--- config.mk ---
export PLATFORM = sky130hd
export DESIGN_NAME = rom_load_sequencer_flat
export DESIGN_NICKNAME = d
export VERILOG_FILES = /design/src/rtl/rom_load_sequencer_if.sv /design/src/rtl/rom_load_sequencer.sv /design/src/flat_wrapper.sv
export SDC_FILE = /design/constraint.sdc
export NUM_CORES = 1
export LEC_CHECK = 0
export CAP_MARGIN = 20
export CORE_MARGIN = 2
export CORE_UTILIZATION = 54
export DETAILED_ROUTE_END_ITERATION = 8
export PLACE_DENSITY = 0.85
export SLEW_MARGIN = 20
export SYNTH_ARGS = -nofsm -noshare
export SYNTH_HDL_FRONTEND = slang
export SYNTH_SLANG_ARGS = --single-unit
--- constraint.sdc ---
create_clock -name clk_sys -period 3.9 [get_ports clk_sys]
set_input_delay 1.17 -clock clk_sys [delete_from_list [all_inputs] [get_ports clk_sys]]
set_output_delay 1.17 -clock clk_sys [all_outputs]
set_load 0.02 [all_outputs]
--- src/rtl/rom_load_sequencer_if.sv ---
// rom_load_sequencer_if
// Bundles the HPS ioctl download stream and the ROM write / status outputs
// of the ROM load sequencer.
//   slave  : the sequencer (consumes ioctl_*, drives rom_*, core_rst, status)
//   master : the download source / status consumer
// Signals:
//   ioctl_download  high while a download is in progress
//   ioctl_wr        single-cycle byte-valid strobe
//   ioctl_addr      byte address of ioctl_dout
//   ioctl_dout      download byte
//   rom_we          one-hot region write strobe
//   rom_ad          region-local byte address
//   rom_dt          write data
//   core_rst        reset to the game core
//   load_ok         last download completed with correct size and order
//   load_err        last download had a size, order or overflow error
//   csum            16-bit byte-sum of accepted bytes
interface rom_load_sequencer_if;
  logic        ioctl_download;
  logic        ioctl_wr;
  logic [24:0] ioctl_addr;
  logic [7:0]  ioctl_dout;
  logic [3:0]  rom_we;
  logic [16:0] rom_ad;
  logic [7:0]  rom_dt;
  logic        core_rst;
  logic        load_ok;
  logic        load_err;
  logic [15:0] csum;

  modport slave (
    input  ioctl_download, ioctl_wr, ioctl_addr, ioctl_dout,
    output rom_we, rom_ad, rom_dt, core_rst, load_ok, load_err, csum
  );

  modport master (
    output ioctl_download, ioctl_wr, ioctl_addr, ioctl_dout,
    input  rom_we, rom_ad, rom_dt, core_rst, load_ok, load_err, csum
  );
endinterface

--- src/rtl/rom_load_sequencer.sv ---
// rom_load_sequencer
// Steers downloaded ioctl bytes into four ROM regions (main, sub, sound,
// graphics) with a one-hot strobe and region-local address, keeps the game
// core in reset during the download plus HOLD_CYC settle cycles, and reports
// completion / error status and a running 16-bit byte-sum checksum.
// Ports:
//   clk_sys  system clock
//   RESET    asynchronous active-high reset
//   bus      rom_load_sequencer_if.slave (ioctl inputs, ROM/status outputs)
module rom_load_sequencer #(
  parameter logic [23:0] R0_END   = 24'h006000,
  parameter logic [23:0] R1_END   = 24'h00C000,
  parameter logic [23:0] R2_END   = 24'h00E000,
  parameter logic [23:0] R3_END   = 24'h016000,
  parameter int unsigned HOLD_CYC = 1024
) (
  input  logic                 clk_sys,
  input  logic                 RESET,
  rom_load_sequencer_if.slave  bus
);

  typedef enum logic [2:0] {
    IDLE  = 3'd0,
    LOAD  = 3'd1,
    CHECK = 3'd2,
    HOLD  = 3'd3,
    RUN   = 3'd4
  } state_t;

  localparam logic [24:0] R0_END_W = {1'b0, R0_END};
  localparam logic [24:0] R1_END_W = {1'b0, R1_END};
  localparam logic [24:0] R2_END_W = {1'b0, R2_END};
  localparam logic [24:0] R3_END_W = {1'b0, R3_END};
  localparam logic [15:0] HOLD_W   = 16'(HOLD_CYC);

  state_t      state_q, state_d;
  logic [3:0]  rom_we_q, rom_we_d;
  logic [16:0] rom_ad_q, rom_ad_d;
  logic [7:0]  rom_dt_q, rom_dt_d;
  logic        core_rst_q, core_rst_d;
  logic        load_ok_q, load_ok_d;
  logic        load_err_q, load_err_d;
  logic [15:0] csum_q, csum_d;
  logic [24:0] cnt_q, cnt_d;
  logic [15:0] hold_q, hold_d;

  logic [3:0]  reg_we_s;
  logic [24:0] base_s;
  logic        in_rng_s;
  logic        final_err_s;
  logic        load_entry_s;

  // Region decode of the incoming byte address: strobe, region base, in-range flag
  always_comb begin
    reg_we_s = 4'b0000;
    base_s   = 25'd0;
    in_rng_s = 1'b0;
    if (bus.ioctl_addr < R0_END_W) begin
      reg_we_s = 4'b0001;
      base_s   = 25'd0;
      in_rng_s = 1'b1;
    end else if (bus.ioctl_addr < R1_END_W) begin
      reg_we_s = 4'b0010;
      base_s   = R0_END_W;
      in_rng_s = 1'b1;
    end else if (bus.ioctl_addr < R2_END_W) begin
      reg_we_s = 4'b0100;
      base_s   = R1_END_W;
      in_rng_s = 1'b1;
    end else if (bus.ioctl_addr < R3_END_W) begin
      reg_we_s = 4'b1000;
      base_s   = R2_END_W;
      in_rng_s = 1'b1;
    end else begin
      reg_we_s = 4'b0000;
      base_s   = 25'd0;
      in_rng_s = 1'b0;
    end
  end

  // Final error verdict evaluated in CHECK: sticky errors or wrong image size
  always_comb begin
    final_err_s = load_err_q | (cnt_q != R3_END_W);
  end

  // State register
  always_ff @(posedge clk_sys or posedge RESET) begin
    if (RESET) begin
      state_q <= IDLE;
    end else begin
      state_q <= state_d;
    end
  end

  // Next-state logic
  always_comb begin
    state_d = state_q;
    case (state_q)
      IDLE: begin
        if (bus.ioctl_download) state_d = LOAD;
        else                    state_d = IDLE;
      end
      LOAD: begin
        if (bus.ioctl_download) state_d = LOAD;
        else                    state_d = CHECK;
      end
      CHECK: begin
        state_d = HOLD;
      end
      HOLD: begin
        // hold_q of 1 means this cycle's decrement reaches zero
        if (bus.ioctl_download)    state_d = LOAD;
        else if (hold_q <= 16'd1)  state_d = RUN;
        else                       state_d = HOLD;
      end
      RUN: begin
        if (bus.ioctl_download) state_d = LOAD;
        else                    state_d = RUN;
      end
      default: begin
        state_d = IDLE;
      end
    endcase
  end

  // Output / datapath next-state logic
  always_comb begin
    load_entry_s = (state_q != LOAD) && (state_d == LOAD);
    rom_we_d     = 4'b0000;
    rom_ad_d     = rom_ad_q;
    rom_dt_d     = rom_dt_q;
    load_ok_d    = load_ok_q;
    load_err_d   = load_err_q;
    csum_d       = csum_q;
    cnt_d        = cnt_q;
    hold_d       = hold_q;
    // core_rst is registered from the next state so it drops only on RUN entry
    core_rst_d   = (state_d != RUN);
    if (load_entry_s) begin
      cnt_d      = 25'd0;
      csum_d     = 16'd0;
      load_ok_d  = 1'b0;
      load_err_d = 1'b0;
    end else begin
      case (state_q)
        LOAD: begin
          // A strobe on the same cycle download falls is still processed here
          if (bus.ioctl_wr) begin
            cnt_d    = cnt_q + 25'd1;
            rom_dt_d = bus.ioctl_dout;
            if (bus.ioctl_addr != cnt_q) begin
              load_err_d = 1'b1;
            end else begin
              load_err_d = load_err_q;
            end
            if (in_rng_s) begin
              rom_we_d = reg_we_s;
              rom_ad_d = 17'(bus.ioctl_addr - base_s);
              csum_d   = csum_q + {8'h00, bus.ioctl_dout};
            end else begin
              load_err_d = 1'b1;
            end
          end else begin
            rom_we_d = 4'b0000;
          end
        end
        CHECK: begin
          load_err_d = final_err_s;
          load_ok_d  = ~final_err_s;
          hold_d     = HOLD_W;
        end
        HOLD: begin
          hold_d = hold_q - 16'd1;
        end
        default: begin
          hold_d = hold_q;
        end
      endcase
    end
  end

  // Datapath and output registers
  always_ff @(posedge clk_sys or posedge RESET) begin
    if (RESET) begin
      rom_we_q   <= 4'b0000;
      rom_ad_q   <= 17'd0;
      rom_dt_q   <= 8'h00;
      core_rst_q <= 1'b1;
      load_ok_q  <= 1'b0;
      load_err_q <= 1'b0;
      csum_q     <= 16'd0;
      cnt_q      <= 25'd0;
      hold_q     <= 16'd0;
    end else begin
      rom_we_q   <= rom_we_d;
      rom_ad_q   <= rom_ad_d;
      rom_dt_q   <= rom_dt_d;
      core_rst_q <= core_rst_d;
      load_ok_q  <= load_ok_d;
      load_err_q <= load_err_d;
      csum_q     <= csum_d;
      cnt_q      <= cnt_d;
      hold_q     <= hold_d;
    end
  end

  assign bus.rom_we   = rom_we_q;
  assign bus.rom_ad   = rom_ad_q;
  assign bus.rom_dt   = rom_dt_q;
  assign bus.core_rst = core_rst_q;
  assign bus.load_ok  = load_ok_q;
  assign bus.load_err = load_err_q;
  assign bus.csum     = csum_q;

endmodule

--- src/flat_wrapper.sv ---
// flat-port wrapper written by rule: the top's interface ports become plain ports
module rom_load_sequencer_flat 
#(
  parameter logic [23:0] R0_END   = 24'h006000,
  parameter logic [23:0] R1_END   = 24'h00C000,
  parameter logic [23:0] R2_END   = 24'h00E000,
  parameter logic [23:0] R3_END   = 24'h016000,
  parameter int unsigned HOLD_CYC = 1024
)
  (clk_sys, RESET, bus_ioctl_download, bus_ioctl_wr, bus_ioctl_addr, bus_ioctl_dout, bus_rom_we, bus_rom_ad, bus_rom_dt, bus_core_rst, bus_load_ok, bus_load_err, bus_csum);
  rom_load_sequencer_if bus_i ();
  input  logic clk_sys;
  input  logic RESET;
  input wire logic [$bits(bus_i.ioctl_download)-1:0] bus_ioctl_download;
  input wire logic [$bits(bus_i.ioctl_wr)-1:0] bus_ioctl_wr;
  input wire logic [$bits(bus_i.ioctl_addr)-1:0] bus_ioctl_addr;
  input wire logic [$bits(bus_i.ioctl_dout)-1:0] bus_ioctl_dout;
  output wire logic [$bits(bus_i.rom_we)-1:0] bus_rom_we;
  output wire logic [$bits(bus_i.rom_ad)-1:0] bus_rom_ad;
  output wire logic [$bits(bus_i.rom_dt)-1:0] bus_rom_dt;
  output wire logic [$bits(bus_i.core_rst)-1:0] bus_core_rst;
  output wire logic [$bits(bus_i.load_ok)-1:0] bus_load_ok;
  output wire logic [$bits(bus_i.load_err)-1:0] bus_load_err;
  output wire logic [$bits(bus_i.csum)-1:0] bus_csum;
  assign bus_i.ioctl_download = bus_ioctl_download;
  assign bus_i.ioctl_wr = bus_ioctl_wr;
  assign bus_i.ioctl_addr = bus_ioctl_addr;
  assign bus_i.ioctl_dout = bus_ioctl_dout;
  assign bus_rom_we = bus_i.rom_we;
  assign bus_rom_ad = bus_i.rom_ad;
  assign bus_rom_dt = bus_i.rom_dt;
  assign bus_core_rst = bus_i.core_rst;
  assign bus_load_ok = bus_i.load_ok;
  assign bus_load_err = bus_i.load_err;
  assign bus_csum = bus_i.csum;
  rom_load_sequencer #(.R0_END(R0_END), .R1_END(R1_END), .R2_END(R2_END), .R3_END(R3_END), .HOLD_CYC(HOLD_CYC)) u_core (.clk_sys(clk_sys), .RESET(RESET), .bus(bus_i));
endmodule
==> impl_results.md, run 1 <==
* Unrepaired setup endpoints after global routing: no
* Core Rows at 35
* Hold depth at 2
* DR DRC count at 0
* Initial Utilization at around 55%
* Endpoints failing hold at 0
* VDD IR max at 0.2636 mV
* Routed length per instance at 16.59 um
* Achievable Freq at approximately 0.3 GHz
* Inst Count DP at roughly 740
* Critical Path Stages at 9
* Area Overhead vs Synth at 22.98%
* Run status: finished clean
* Sequential fraction of the synthesis area at a little under half
* Cts hold-fix bufs at 0
* Crit path DAT at around 3.5 ns
* Reg2reg end: u_core.bus.csum[12]
* Metal2 WL at about 6 mm
* M1 WL at 5.320 mm
* Die Span Y at between 100 and 150 um
* Global-route wire length before repair at a little over 20 mm
* Dpl hpwl at 9.265 mm
* CP delay by family, top: simple AND/OR/NAND/NOR gates
* Leakage at 2.851 nW
* GP Congestion at 0.9144
* Slowest stage delay, CP at just under 0.7 ns
* CP startpoint kind: primary input
* Root Buffer Master: clkbuf_8
* Share of synthesized registers carrying an async set or reset at 100.0%
* Top routing layer used: met4
* Initial DRC Count at 281
* Clock skew at 0.008046 ns
* Clock Tree Buf Depth at 2
* Detailed-route via count at around 4300
* CTS tree: done
* Simple-gate share of the synthesized area at 26.34%
* Yosys warnings at 0
* Clock Pin Slew Worst Setup and Hold Paths at roughly 0.090 ns
* R2R setup slack at 1.46 ns
* Xor/xnor share of the synthesized area at 11.07%
* Setup TNS at 0 ns
* Worst-Margin Slew at between 0.7 and 0.8 ns
* N_diodes at 0
* Crit path max fanout at 4
* WHS Endpoint: u_core.bus.rom_ad[8]
* HP Start: u_core.bus.rom_ad[8]
* Mapped Area at between 0.005 and 0.006 mm2
* Worst Path Required at approximately 4.1 ns
* Pre-CTS WS at between 0.2 and 0.25 ns
* Post-synth top flop: dfrtp_1
* Pwr Density at roughly 400 mW/mm2
* Compound-Gate Fraction of Synth Area at ~8.6%
* Start point of the critical path: bus_ioctl_addr[22]
* # IOs at between 80 and 90
* Total grt overflow at 0
* Clock Sinks at 92
* Fill cell count at between 600 and 700
* Crit path max-delay cell type: or4_1
* Max-slew violations at 0
* H-Tree Depth at 3
* Share of layout cells above drive strength 1 at 5.928%
* Num CTS Buffers at 9
* Number of antenna violations at the first check in global routing at 0
* Max Cap Viol at 0
* Vias per cell at roughly 5.7
* GRT Util Overall at about 26%
* Tmin final at around 3.3 ns
* Max_slew headroom at between 40% and 50%
* Met3 WL at between 800 and 900 um
* Mux cell area share after synthesis at less than 1%
* Critical Path End Type: register
* Synth Register Bits at 92
* Buf+Inv Stages, Crit Path at 1
* Fin nets at 691
* Largest family of logic cells by synthesized area: simple AND/OR/NAND/NOR gates
* Post-synth EDFFs at 0
* Critical path, cell by cell: clkdlybuf4s50_1 -> or4_1 -> nor2_1 -> nand2_1 -> ha_1 -> a21o_1 -> a21oi_1 -> xnor2_1 -> o21ai_0
* Clock insertion delay at the later pin of the skew report at 0.36 ns
* Die Area at around 0.010 mm2
* Area share of fa/ha/maj cells after synthesis at ~4.5%
* Final period utilization at a little over four fifths
* Routed wire length at between 10 and 15 mm
* Final cell count without fillers at around 750
* Port bufs at 84
* Detail Route Antenna Nets at 0
* Crit path kind: in2reg
* Final core utilization at 68.04%
* Min setup slack post-route at slightly above 0.6 ns
* Post_cts resized at 0
* Worst r2r path cells at 7
* Die X at 100.8 um
* Worst hold-check path type: reg2reg
* Final setup vio count at 0
* Net Count, Synth at slightly above 600
* Post-Syn Area per Cell at 9.140 um2
* FF-to-FF Start: u_core.bus.csum[0]
* Pin count of the biggest net entering global routing at 60
* Initial DRT Pass Iterations at 4
* Placeable Area at approximately 0.0092 mm2
* Post-CTS Repair Setup Buffers at 0
* Number of global-route vias before repair at about 4300
* Distinct cells, synth at 54
* Synth Instances at approximately 550
[stage by stage]
| step | hold WS [ns] | cell area [um2] | power, mW |
|---|---|---|---|
| finish | 0.4783 | 6227 | 2.464 |
| detailed placement | 0.4611 | 6036 | 1.836 |
| global route | 0.4928 | 6227 | 2.598 |
| global placement | 0.4508 | 6036 | 1.809 |
| floorplan | 0.4853 | 5064 | 1.579 |
| CTS | 0.4861 | 6227 | 2.475 |
[placed cells by master, fill, tap and decap left out, types with 4 or more instances in the layout]
cell             count
a21o_1               4
a21oi_1             26
and3_1              13
buf_4               10
clkbuf_8            10
clkdlybuf4s50_1     84
dfrtp_1             91
ha_1                15
inv_1               17
nand2_1            107
nand3_1             16
nand3b_1             4
nand4_1             11
nor2_1              44
nor3_1              14
nor4_1              15
o21ai_0             22
or3_1               12
or4_1                7
xnor2_1             21
xor2_1              43
[worst max-delay path by stage]
stage / to
after floorplan: u_core.bus.csum[0]
after global placement: u_core.bus.rom_ad[16]
after detailed placement: u_core.bus.rom_ad[16]
after CTS: u_core.bus.rom_ad[16]
after global routing: u_core.bus.csum[12]
final: u_core.bus.rom_ad[16]
[final cells by class]
type,instances,area (um2),area share (%)
Inverter,18,68.82,1.105
Tap cell,111,138.9,2.230
Sequential cell,92,2303,36.99
Clock buffer,11,141.4,2.270
Multi-Input combinational cell,421,2589,41.57
Clock inverter,4,50.05,0.8037
Timing Repair Buffer,95,935.9,15.03
[synth_stat cells, drive strengths merged (2+ instances only)]
cell type | n | area share [%]
o31ai | 3 | 0.44
buf | 7 | 0.86
nand3b | 4 | 0.59
nand4 | 11 | 1.4
dfrtp | 91 | 45
a31oi | 2 | 0.25
ha | 15 | 3.7
clkbuf | 16 | 1.2
a21o | 4 | 0.59
a21oi | 26 | 2.6
nand3 | 17 | 1.8
nand2b | 3 | 0.37
nand2 | 108 | 8.1
mux2i | 3 | 0.59
xnor2 | 21 | 3.6
xor2 | 43 | 7.4
o21ai | 23 | 2.3
and3 | 13 | 1.6
nor4b | 2 | 0.64
nor3b | 2 | 0.30
inv | 18 | 1.3
or4 | 9 | 1.5
nor3 | 14 | 1.4
o2111ai | 3 | 0.52
nor2 | 44 | 3.3
a211oi | 3 | 0.44
or2 | 2 | 0.25
fa | 2 | 0.79
nor4 | 18 | 2.6
or3 | 12 | 1.5
[routing by layer]
metal	global-route usage, %	up-vias
li1	-	2075
met1	33.29	2116
met2	43.18	106
met3	5.687	16
met4	8.535	0
met5	0	-
[worst reg2reg max path: stages, from the launching register on]
cell and delay (ns):
dfrtp_1 0.42, ha_1 0.24, fa_1 0.41, a21o_1 0.21, a221o_1 0.32, o2111ai_1 0.48, o21ai_0 0.14, a21oi_1 0.15
[state kept, by name, indices dropped and copies added (netlist names)]
signal               flops
u_core.bus.load_err      1
u_core.state_q           3
u_core.bus.core_rst      1
u_core.bus.rom_we        4
u_core.bus.csum         16
u_core.hold_q           16
u_core.bus.rom_dt        8
u_core.cnt_q            25
u_core.bus.load_ok       1
u_core.bus.rom_ad       17
[power by group]
| part | internal (mW) | switching, mW |
|---|---|---|
| clock | 0.310 | 0.328 |
| combinational | 0.279 | 0.372 |
| sequential | 1.07 | 0.108 |
[kinds of logic after synthesis]
kind of cell             after synthesis
flip-flops                            92
AO/OA/AOI/OAI                         71
AND/OR/NAND/NOR                      266
buffers and inverters                 41
XOR/XNOR                              64
multiplexers                           3
adder cells (fa/ha/maj)               17
Power figures use the tool's default switching activity.
==> inputs of run 2 (changes only) <==
==> constraint.sdc (replaced) <==
create_clock -name clk_sys -period 3.1 [get_ports clk_sys]
set_input_delay 0.93 -clock clk_sys [delete_from_list [all_inputs] [get_ports clk_sys]]
set_output_delay 0.93 -clock clk_sys [all_outputs]
set_load 0.02 [all_outputs]
==> run 2 against run 1 <==
Compared with the run above:
- combinational power is 28% higher
- design area is 2.9% higher
- clock skew hardly changed
- die area stayed put
- final cell count is 3.1% higher
- first-iteration DRC count is 28% lower
- sequential share of layout area is 1.0 points lower
- register-to-register slack worse by 0.65 ns
- power is 28% higher
- global-route usage is 0.80 points higher
- non-clock buffer count is 22 higher
- critical endpoint unchanged
- largest cell class unchanged
- highest routed layer unchanged
==> impl_results.md, run 2 (same netlist as run 1, synthesis figures left out) <==
* Area Overhead vs Synth at 26.51%
* Detailed-route via count at 4439 (+2.9%)
* Power share of the sequential group at 46.9% (-0.8 points)
* Port bufs at 84 (unchanged)
* Worst-Margin Slew at 0.8080 ns (+0.01180 ns)
* Critical path, cell by cell: clkdlybuf4s50_1 -> or4_1 -> nor2_1 -> and3_1 -> ha_1 -> inv_1 -> a21o_1 -> a21oi_1 -> xnor2_1 -> o21ai_0
* Clock insertion delay at the later pin of the skew report at 0.36 ns (about the same)
* Leakage at 2.960 nW (+3.8%)
* Clock Sinks at 92 (unchanged)
* Initial DRT Pass Iterations at 4 (unchanged)
* Max-slew violations at 0 (unchanged)
* Commonest non-fill, non-tap cell in the layout: nand2_1
* Internal power at 2.118 mW (+28%)
* Post_cts resized at 0 (unchanged)
* Inst Count DP at 759 (+3.0%)
* Max reg flops at 25 (unchanged)
* Routed wire length at 12.78 mm (+2.4%)
* Comb power frac at 26.5% (about the same)
* NetSw at 1.038 mW (+28%)
* Slowest stage delay, CP at 0.62 ns (-0.07 ns)
* Cts hold-fix bufs at 0 (unchanged)
* GRT met3 Usage at 6.449% (+0.76 points)
* N_diodes at 0 (unchanged)
* Critical Path End Type: register
* Tmin final at between 2 and 3 ns
* Switching share of total power at 32.90% (+0.087 points)
* Run status: finished clean
* Num CTS Buffers at 9 (unchanged)
* Global-route wire length before repair at 21.30 mm (+3.8%)
* Share of layout cells above drive strength 1 at 9.187% (+3.3 points)
* Worst Path Required at 3.35 ns (-0.79 ns)
* Endpoints failing hold at 0 (unchanged)
* Root Buffer Master: clkbuf_8
* Core Rows at 35 (unchanged)
* Die X at 100.8 um (unchanged)
* Fin area at 0.006406 mm2 (+2.9%)
* CP startpoint kind: primary input
* Placeable Area at 0.009153 mm2 (unchanged)
* Final period utilization at roughly 96%
* Final core utilization at 69.99% (+2.0 points)
* Worst hold-check path type: reg2reg
* Met1 Use GR at 34.29% (+1.0 points)
* Busiest grt layer: met2
* Fin nets at 713 (+3.2%)
* Total power at 3.156 mW (+28%)
* Crit path kind: in2reg
* Crit path max-delay cell type: or4_1
* Die Area at 0.01017 mm2 (unchanged)
* # IOs at 85 (unchanged)
* H-Tree Depth at 3 (unchanged)
* Detail Route Antenna Nets at 0 (unchanged)
* CTS tree: done
* Clock Pin Slew Worst Setup and Hold Paths at 0.09 ns (about the same)
* Max Cap Viol at 0 (unchanged)
* Total grt overflow at 0 (unchanged)
* Fill cell count at 683 (-2.1%)
* Dpl hpwl at 9.381 mm (+1.2%)
* Clock skew at 0.007747 ns (-0.0002989 ns)
* Initial Utilization at 55.32% (unchanged)
* Area after DPL at 0.006203 mm2 (+2.8%)
* GRT Util Overall at 26.59% (+0.80 points)
* Final cell count without fillers at 775 (+3.1%)
* VDD IR max at 0.3103 mV (+18%)
* Most frequent cells in the layout: nand2_1, dfrtp_1, clkdlybuf4s50_1, nor2_1, xor2_1
* Initial DRC Count at 201 (-28%)
* Number of global-route vias before repair at 4450 (+2.9%)
* Routed length per instance at 16.49 um (-0.61%)
* Clock Tree Buf Depth at 2 (unchanged)
* Final setup vio count at 0 (unchanged)
* Max_slew headroom at 45.77% (-0.79 points)
* GP Congestion at 0.9546 (+4.4%)
* Crit path max fanout at 4 (unchanged)
* Crit path DAT at 3.21 ns (-0.32 ns)
* Power share of the clock group at 26.6% (+0.7 points)
* Unrepaired setup endpoints after global routing: no
* Achievable Freq at 0.3376 GHz
* Largest reg by FF count: u_core.cnt_q
* Pwr Density at 492.7 mW/mm2 (+24%)
* DR DRC count at 0 (unchanged)
* Die Span Y at 100.8 um (unchanged)
* Pin count of the biggest net entering global routing at 93 (+55%)
* Number of antenna violations at the first check in global routing at 0 (unchanged)
* Post-CTS Repair Setup Buffers at 0 (unchanged)
* Vias per cell at 5.728 (-0.13%)
* GRT met2 Usage at 43.90% (+0.72 points)
[run 2: cell type report]
| class | instances | area (um2) | area share [%] |
|---|---|---|---|
| Timing Repair Buffer | 117 | 1101 | 17.19 |
| Clock inverter | 4 | 47.55 | 0.7422 |
| Clock buffer | 12 | 155.1 | 2.422 |
| Inverter | 18 | 71.32 | 1.113 |
| Multi-Input combinational cell | 421 | 2589 | 40.41 |
| Tap cell | 111 | 138.9 | 2.168 |
| Sequential cell | 92 | 2303 | 35.96 |
[run 2: worst paths after layout]
check / startpoint / endpoint / slack (ns) / cells past startpoint
worst min register to register: u_core.bus.rom_ad[6] / u_core.bus.rom_ad[6] / 0.48 / 2
max in group asynchronous: RESET / u_core.cnt_q[3] / 1.66 / 3
worst min-delay path: u_core.bus.rom_ad[6] / u_core.bus.rom_ad[6] / 0.48 / 2
min in group asynchronous: RESET / u_core.hold_q[7] / 1.04 / 3
worst max register to register: u_core.hold_q[4] / u_core.bus.core_rst / 0.81 / 5
worst max-delay path: bus_ioctl_addr[22] / u_core.bus.rom_ad[16] / 0.14 / 10
[run 2: per-stage QoR]
| step | hold WS, ns | worst slack (ns) | setup TNS (ns) |
|---|---|---|---|
| after floorplan | 0.4853 | 0.3598 | 0 |
| after global placement | 0.4557 | -0.1715 | -0.9843 |
| after detailed placement | 0.4591 | -0.2360 | -1.503 |
| after CTS | 0.4813 | 0.1550 | 0 |
| after global routing | 0.5137 | 0.02201 | 0 |
| final | 0.4806 | 0.1381 | 0 |
[run 2: worst max-delay path: cells and delay by family]
kind / cells / cell delay, ns
xor gates and xnor gates: 1 / 0.14
and+or+nand+nor: 3 / 1.08
AOI/OAI and AO/OA: 3 / 0.40
adders and majority gates: 1 / 0.18
buffers and inverters: 2 / 0.47
[run 2: layer usage]
layer | up-vias | share of wire, %
li1 | 2114 | -
met4 | 0 | 1.9
met5 | - | 0
met1 | 2172 | 42
met3 | 22 | 5.7
met2 | 131 | 50
[run 2: power by group through the flow]
| stage | clock network, mW | logic [mW] | registers [mW] |
|---|---|---|---|
| 6_report | 0.840 | 0.836 | 1.48 |
| 3_5_place_dp | 0 | 0.834 | 1.50 |
| 4_1_cts | 0.856 | 0.837 | 1.48 |
| 5_1_grt | 0.902 | 0.922 | 1.50 |
| 2_1_floorplan | 0 | 0.458 | 1.53 |
| 3_3_place_gp | 0 | 0.801 | 1.49 |
==> inputs of run 3 (changes only) <==
==> constraint.sdc (replaced) <==
create_clock -name clk_sys -period 3.1 [get_ports clk_sys]
set_input_delay 0.93 -clock clk_sys [delete_from_list [all_inputs] [get_ports clk_sys]]
set_output_delay 0.93 -clock clk_sys [all_outputs]
set_load 0.005 [all_outputs]
==> results of run 3 <==
The final DEF is identical to that of run 2. Status: finished clean.
Among the figures that moved: total power 3.156 mW -> 3.090 mW; worst IR drop on VDD 0.3103 mV -> 0.2869 mV
